`src/rtl/stopwatch_pkg.sv`:
```
// Shared stopwatch constants: clock division, BCD limits and
// the control-block state encoding used alongside the counter.
package stopwatch_pkg;

    localparam int unsigned DEF_CLK_FREQ_HZ = 100_000_000;
    localparam int unsigned DEF_TICK_HZ     = 100;
    localparam int unsigned NUM_DIGITS      = 4;
    localparam logic [3:0]  BCD_MAX         = 4'd9;

    typedef enum logic [1:0] {
        CTL_IDLE,
        CTL_RUN,
        CTL_PAUSE
    } ctl_state_e;

    function automatic int unsigned calc_div(
        input int unsigned clk_hz,
        input int unsigned tick_hz
    );
        return clk_hz / tick_hz;
    endfunction

    localparam int unsigned DIV = calc_div(DEF_CLK_FREQ_HZ, DEF_TICK_HZ);

endpackage

```
`src/rtl/time_counter_bcd_digit.sv`:
```
// One decimal digit of the stopwatch; rolls 9 -> 0 and
// passes a carry to the next digit in the chain.
module bcd_digit
    import stopwatch_pkg::*;
(
    input  logic       clk,
    input  logic       reset,
    input  logic       clear,
    input  logic       carry_in,
    output logic [3:0] value,
    output logic       carry_out
);

    logic [3:0] value_q;
    logic [3:0] value_d;

    always_comb begin
        value_d = value_q;
        if (clear) begin
            value_d = 4'd0;
        end else if (carry_in) begin
            value_d = (value_q == BCD_MAX) ? 4'd0 : value_q + 4'd1;
        end
    end

    always_ff @(posedge clk) begin
        if (reset) begin
            value_q <= 4'd0;
        end else begin
            value_q <= value_d;
        end
    end

    assign value     = value_q;
    assign carry_out = carry_in && (value_q == BCD_MAX);

endmodule

```
`src/rtl/time_counter.sv`:
```
// Stopwatch time base: prescaler feeding a 4-digit BCD chain
// (SS.hh) with a one-cycle pulse on 99.99 -> 00.00.
module time_counter
    import stopwatch_pkg::*;
#(
    parameter int unsigned CLK_FREQ_HZ = DEF_CLK_FREQ_HZ,
    parameter int unsigned TICK_HZ     = DEF_TICK_HZ
) (
    input  logic       clk,
    input  logic       reset,
    input  logic       init_regs,
    input  logic       count_enabled,
    output logic [3:0] dig0,
    output logic [3:0] dig1,
    output logic [3:0] dig2,
    output logic [3:0] dig3,
    output logic       wrapped
);

    localparam int unsigned DIV_L = calc_div(CLK_FREQ_HZ, TICK_HZ);
    localparam int unsigned PW    = $clog2(DIV_L);
    localparam logic [PW-1:0] PS_MAX = PW'(DIV_L - 1);

    logic [PW-1:0] ps_q;
    logic [PW-1:0] ps_d;
    logic          tick;
    logic          wrapped_q;
    logic          wrapped_d;

    logic [NUM_DIGITS-1:0][3:0] digits;
    logic [NUM_DIGITS:0]        carry;

    // Pausing keeps the partial prescale count, so no tick is lost.
    always_comb begin
        ps_d = ps_q;
        tick = 1'b0;
        if (init_regs) begin
            ps_d = '0;
        end else if (count_enabled) begin
            if (ps_q == PS_MAX) begin
                ps_d = '0;
                tick = 1'b1;
            end else begin
                ps_d = ps_q + 1'b1;
            end
        end
    end

    assign carry[0]  = tick;
    assign wrapped_d = carry[NUM_DIGITS] && !init_regs;

    always_ff @(posedge clk) begin
        if (reset) begin
            ps_q      <= '0;
            wrapped_q <= 1'b0;
        end else begin
            ps_q      <= ps_d;
            wrapped_q <= wrapped_d;
        end
    end

    for (genvar i = 0; i < NUM_DIGITS; i++) begin : g_dig
        bcd_digit u_digit (
            .clk       (clk),
            .reset     (reset),
            .clear     (init_regs),
            .carry_in  (carry[i]),
            .value     (digits[i]),
            .carry_out (carry[i+1])
        );
    end

    assign dig0    = digits[0];
    assign dig1    = digits[1];
    assign dig2    = digits[2];
    assign dig3    = digits[3];
    assign wrapped = wrapped_q;

endmodule

```
`config.mk`:
```
export PLATFORM = sky130hd
export DESIGN_NAME = time_counter
export DESIGN_NICKNAME = d
export VERILOG_FILES = /design/src/rtl/stopwatch_pkg.sv /design/src/rtl/time_counter_bcd_digit.sv /design/src/rtl/time_counter.sv
export SDC_FILE = /design/constraint.sdc
export NUM_CORES = 1
export LEC_CHECK = 0
export BUFFER_PORTS_ARGS = -buffer_cell sky130_fd_sc_hd__buf_2
export CELL_PAD_IN_SITES_DETAIL_PLACEMENT = 1
export CELL_PAD_IN_SITES_GLOBAL_PLACEMENT = 1
export CORE_MARGIN = 5
export CORE_UTILIZATION = 30
export CTS_CLUSTER_SIZE = 25
export DETAILED_ROUTE_END_ITERATION = 8
export PLACE_DENSITY = 0.67
export RECOVER_POWER = 50
export SYNTH_ARGS = -nofsm -noshare
export SYNTH_HDL_FRONTEND = slang
export SYNTH_HIERARCHICAL = 1
export SYNTH_SLANG_ARGS = --single-unit
export TNS_END_PERCENT = 20
```
`constraint.sdc`:
```
create_clock -name clk -period 10.35 [get_ports clk]
set_input_delay 0.5175 -clock clk [delete_from_list [all_inputs] [get_ports clk]]
set_output_delay 0.5175 -clock clk [all_outputs]
set_load 0.05 [all_outputs]
```
==> run_summary.xml <==
<?xml version="1.0" encoding="UTF-8"?>
<metrics>
  <group name="clocking">
    <metric name="clock_transition_at_the_registers_of_the_reported_paths" unit="ns">0.08</metric>
    <metric name="cts_buffers" unit="">5</metric>
    <metric name="ctsLongestPathBuffers" unit="">2</metric>
    <metric name="cts.hold.buffers_added" unit="">0</metric>
    <metric name="clk-insertion-delay-late" unit="ns">0.29</metric>
    <metric name="cts.sink_count" unit="">37</metric>
    <metric name="cts_max_level" unit="">2</metric>
    <metric name="resized_after_cts" unit="">0</metric>
    <metric name="cts.root.buffer_cell" unit="">clkbuf_8</metric>
    <metric name="tritoncts" unit="">done</metric>
    <metric name="post_cts_buffers" unit="">0</metric>
  </group>
  <group name="logic_synthesis">
    <metric name="synth_fp_nets" unit="">198</metric>
    <metric name="synth-async-reset-ratio" unit="%">0</metric>
    <metric name="synth.top_cell.area_share" unit="%">42.7</metric>
    <metric name="number_of_synthesized_flops_with_an_enable_pin" unit="">0</metric>
    <metric name="yosys-top-cells-area" unit="">dfxtp_1, xnor2_1, nor2_1</metric>
    <metric name="synth-seq-area-share" unit="%">42.7</metric>
    <metric name="synth.avg_cell_area" unit="um2">8.99</metric>
    <metric name="postSynthCellCount" unit="">193</metric>
    <metric name="biggest_area_consumer_among_synthesized_cells" unit="">dfxtp_1</metric>
    <metric name="post_synth_instance_area" unit="um2">1730</metric>
    <metric name="synth_flop_cell" unit="">dfxtp_1</metric>
    <metric name="synth.yosys.warnings" unit="">6</metric>
    <metric name="cell_variety_after_synth" unit="">32</metric>
    <metric name="postSynthRegisterBits" unit="">37</metric>
  </group>
  <group name="pwr">
    <metric name="power.density_cell_area" unit="nW/um2">139</metric>
    <metric name="part_of_the_power_in_registers" unit="%">51.8</metric>
    <metric name="switching_share" unit="%">21.7</metric>
    <metric name="netSwitchingPower" unit="W">0.0000597</metric>
    <metric name="vdd_drop_max" unit="mV">0.0567</metric>
    <metric name="total_leakage_power" unit="nW">0.572</metric>
    <metric name="clock_power_share" unit="%">46.0</metric>
    <metric name="pwr-share-comb" unit="%">2.2</metric>
    <metric name="cellInternalPower" unit="W">0.000216</metric>
  </group>
  <group name="timing">
    <metric name="drv_slew" unit="">0</metric>
    <metric name="final_min_period_over_clock_period" unit="%">40.1</metric>
    <metric name="setup-tns-final" unit="ns">0</metric>
    <metric name="setup-violations-final" unit="">0</metric>
    <metric name="slew-limit-headroom" unit="%">54.6</metric>
    <metric name="grt_setup_unrepaired" unit="">no</metric>
    <metric name="final.min_clock_period" unit="ns">4.15</metric>
    <metric name="clock.fmax" unit="MHz">241</metric>
    <metric name="tightestPinTransition" unit="ns">0.681</metric>
    <metric name="timing.clock.skew" unit="ns">0.00755</metric>
    <metric name="final_hold_vios" unit="">0</metric>
  </group>
  <group name="floorplan">
    <metric name="rows" unit="">27</metric>
    <metric name="die_y_extent" unit="um">86.0</metric>
    <metric name="floorplan.die_area" unit="um2">7400</metric>
    <metric name="fp.coreArea" unit="um2">5570</metric>
    <metric name="io_pins" unit="">21</metric>
    <metric name="die_w" unit="um">86.0</metric>
    <metric name="floorplan.initialDensity" unit="%">31.1</metric>
  </group>
  <group name="critical_path">
    <metric name="critical_path_data_required_time" unit="ns">10.56</metric>
    <metric name="worst_path_most_repeated_cell" unit="">nand2_2</metric>
    <metric name="endpoint_kind" unit="">register</metric>
    <metric name="cells_along_the_critical_path" unit="">ha_1 -&gt; nand3_1 -&gt; nor2_1 -&gt; nand4_1 -&gt; nor2_1 -&gt; nand2_2 -&gt; nor3b_1 -&gt; nand2_2 -&gt; nor3b_1 -&gt; nand2_2 -&gt; nor3b_1 -&gt; nand2_2 -&gt; or3_1 -&gt; a211oi_2</metric>
    <metric name="reg2reg_depth" unit="">14</metric>
    <metric name="critPathSlowestCell" unit="">nor3b_1</metric>
    <metric name="rr_startpoint" unit="">ps_q[0]$_SDFFE_PP0P_</metric>
    <metric name="path_class" unit="">register to register</metric>
    <metric name="critical_path_peak_fanout" unit="">4</metric>
    <metric name="critical_path.max_stage_delay" unit="ns">0.53</metric>
    <metric name="cp_top_family" unit="">simple AND/OR/NAND/NOR gates</metric>
    <metric name="r2r_setup_slack" unit="ns">6.20</metric>
    <metric name="critPathArrivalTime" unit="ns">4.37</metric>
    <metric name="critical_path.n_buffers_inverters" unit="">0</metric>
    <metric name="critical_path.reg2reg.endpoint" unit="">g_dig[3].u_digit/value[1]$_SDFFE_PP0P_</metric>
    <metric name="setup.worst_path.start_class" unit="">register</metric>
  </group>
  <group name="global_routing">
    <metric name="grt_pass1_vias" unit="">1379</metric>
    <metric name="global_route.overflow_total" unit="">0</metric>
    <metric name="antenna_found_initial" unit="">0</metric>
    <metric name="grt_first_pass_wirelength" unit="um">6410</metric>
    <metric name="grt_start_max_net_pins" unit="">21</metric>
    <metric name="track_usage" unit="%">10.8</metric>
  </group>
  <group name="routing">
    <metric name="detailedRoute.firstIterationViolations" unit="">52</metric>
    <metric name="wl" unit="um">3770</metric>
    <metric name="dr_total_vias" unit="">1423</metric>
    <metric name="detailed_router_iteration_count_before_antenna_repair" unit="">4</metric>
    <metric name="drt-wirelength-per-cell" unit="um">13.1</metric>
    <metric name="via_per_inst" unit="">4.94</metric>
    <metric name="ant_nets" unit="">0</metric>
    <metric name="drt_drc_violations_left" unit="">0</metric>
  </group>
  <group name="finish">
    <metric name="drive_gt1_share" unit="%">10.2</metric>
    <metric name="most-common-layout-cells" unit="">dfxtp_1, nor2_1, clkbuf_1</metric>
    <metric name="mostFrequentLayoutCell" unit="">dfxtp_1</metric>
    <metric name="layout-area-overhead-vs-synth" unit="%">14.4</metric>
    <metric name="num-nets-final" unit="">220</metric>
    <metric name="num_antenna_cells" unit="">0</metric>
    <metric name="final_cell_count_no_fill" unit="">288</metric>
    <metric name="core_utilization_of_the_finished_layout" unit="%">35.6</metric>
  </group>
  <group name="outcome">
    <metric name="run_status" unit="">finished, final reports clean</metric>
  </group>
  <group name="run">
    <metric name="cap_viol_max_count" unit="">0</metric>
  </group>
  <group name="placed_design">
    <metric name="dp_hpwl" unit="um">2720</metric>
    <metric name="globalplace.congestion" unit="">0.764</metric>
    <metric name="port_buffers" unit="">20</metric>
    <metric name="placed_cells" unit="">280</metric>
  </group>
  <group name="hold_path">
    <metric name="hold_path_class" unit="">register to register</metric>
    <metric name="hold_depth" unit="">2</metric>
    <metric name="hold_end" unit="">ps_q[18]$_SDFFE_PP0P_</metric>
    <metric name="worst_hold_path_startpoint" unit="">ps_q[18]$_SDFFE_PP0P_</metric>
  </group>
</metrics>
==> area by class of cell <==
cell class              count  area, um2
clock inverters             3       46.3
flip-flops and latches     37        741
multi-input cells         144        933
well taps                  72       90.1
repair buffers             20       78.8
clock buffers               5       68.8
inverters                   7       26.3
fillers                   687       3590
==> cell families (layout without fill, tap and decap cells) <==
group / after synthesis / count (layout) / synth area share (%)
adders and majority gates: 1 / 1 / 0.721
DFF: 37 / 37 / 42.7
muxes: 1 / 1 / 0.577
and+or+nand+nor: 92 / 92 / 30.9
xor gates and xnor gates: 21 / 21 / 10.6
buffers and inverters: 12 / 35 / 3.10
AOI/OAI and AO/OA: 29 / 29 / 11.4
==> flip-flops by register name (all words and copies together), names as in the netlist <==
name	flops
ps_q	20
wrapped	1
g_dig.u_digit/value	16
==> power by group through the flow <==
stage          combinational [W]  clock [W]  sequential, W
2_1_floorplan         0.00000306          0       0.000146
3_3_place_gp          0.00000602          0       0.000146
3_5_place_dp          0.00000606          0       0.000146
4_1_cts               0.00000609   0.000132       0.000143
5_1_grt               0.00000657   0.000140       0.000143
6_report              0.00000594   0.000127       0.000143
==> cell usage after synthesis (6+ instances only) <==
library cell / number
nand3_1: 9
a21oi_1: 6
nor3_1: 10
xnor2_1: 14
nor2_1: 19
dfxtp_1: 37
nand2_1: 8
xor2_1: 7
o21ai_0: 11
inv_1: 7
or3_1: 8
nor2b_1: 8
==> per-stage QoR <==
stage | cell area, um2 | hold WS (ns) | worst slack [ns] | total power, W
2_1_floorplan | 1730 | 0.448 | 6.83 | 0.000149
5_1_grt | 1980 | 0.518 | 5.68 | 0.000289
6_report | 1980 | 0.497 | 6.20 | 0.000276
3_5_place_dp | 1900 | 0.483 | 6.12 | 0.000152
3_3_place_gp | 1900 | 0.473 | 6.36 | 0.000152
4_1_cts | 2010 | 0.497 | 6.16 | 0.000281
==> worst max-delay path by stage <==
| stage | depth (start not counted) | startpoint | endpoint | slack (ns) |
|---|---|---|---|---|
| after floorplan | 14 | count_enabled | g_dig[3].u_digit/value[1]$_SDFFE_PP0P_ | 6.83 |
| after global routing | 14 | ps_q[0]$_SDFFE_PP0P_ | g_dig[3].u_digit/value[1]$_SDFFE_PP0P_ | 5.68 |
| final | 14 | ps_q[0]$_SDFFE_PP0P_ | g_dig[3].u_digit/value[1]$_SDFFE_PP0P_ | 6.20 |
| after CTS | 14 | ps_q[0]$_SDFFE_PP0P_ | g_dig[3].u_digit/value[1]$_SDFFE_PP0P_ | 6.16 |
| after detailed placement | 14 | count_enabled | g_dig[3].u_digit/value[1]$_SDFFE_PP0P_ | 6.12 |
| after global placement | 14 | count_enabled | g_dig[3].u_digit/value[1]$_SDFFE_PP0P_ | 6.36 |
==> layer usage <==
metal	vias to the layer above	routed length (um)	track usage (%)
met5	-	0	0
met4	0	59	3.88
met3	5	114	2.98
met2	17	1700	16.7
met1	671	1900	14.3
li1	730	-	-
==> tightest hold or removal path, delay by kind of cell, from the launching register on <==
kind	cells	cell delay (ns)
AOI/OAI and AO/OA	2	0.12
DFF	1	0.33
Note: power is estimated with default switching activity, not from simulation.
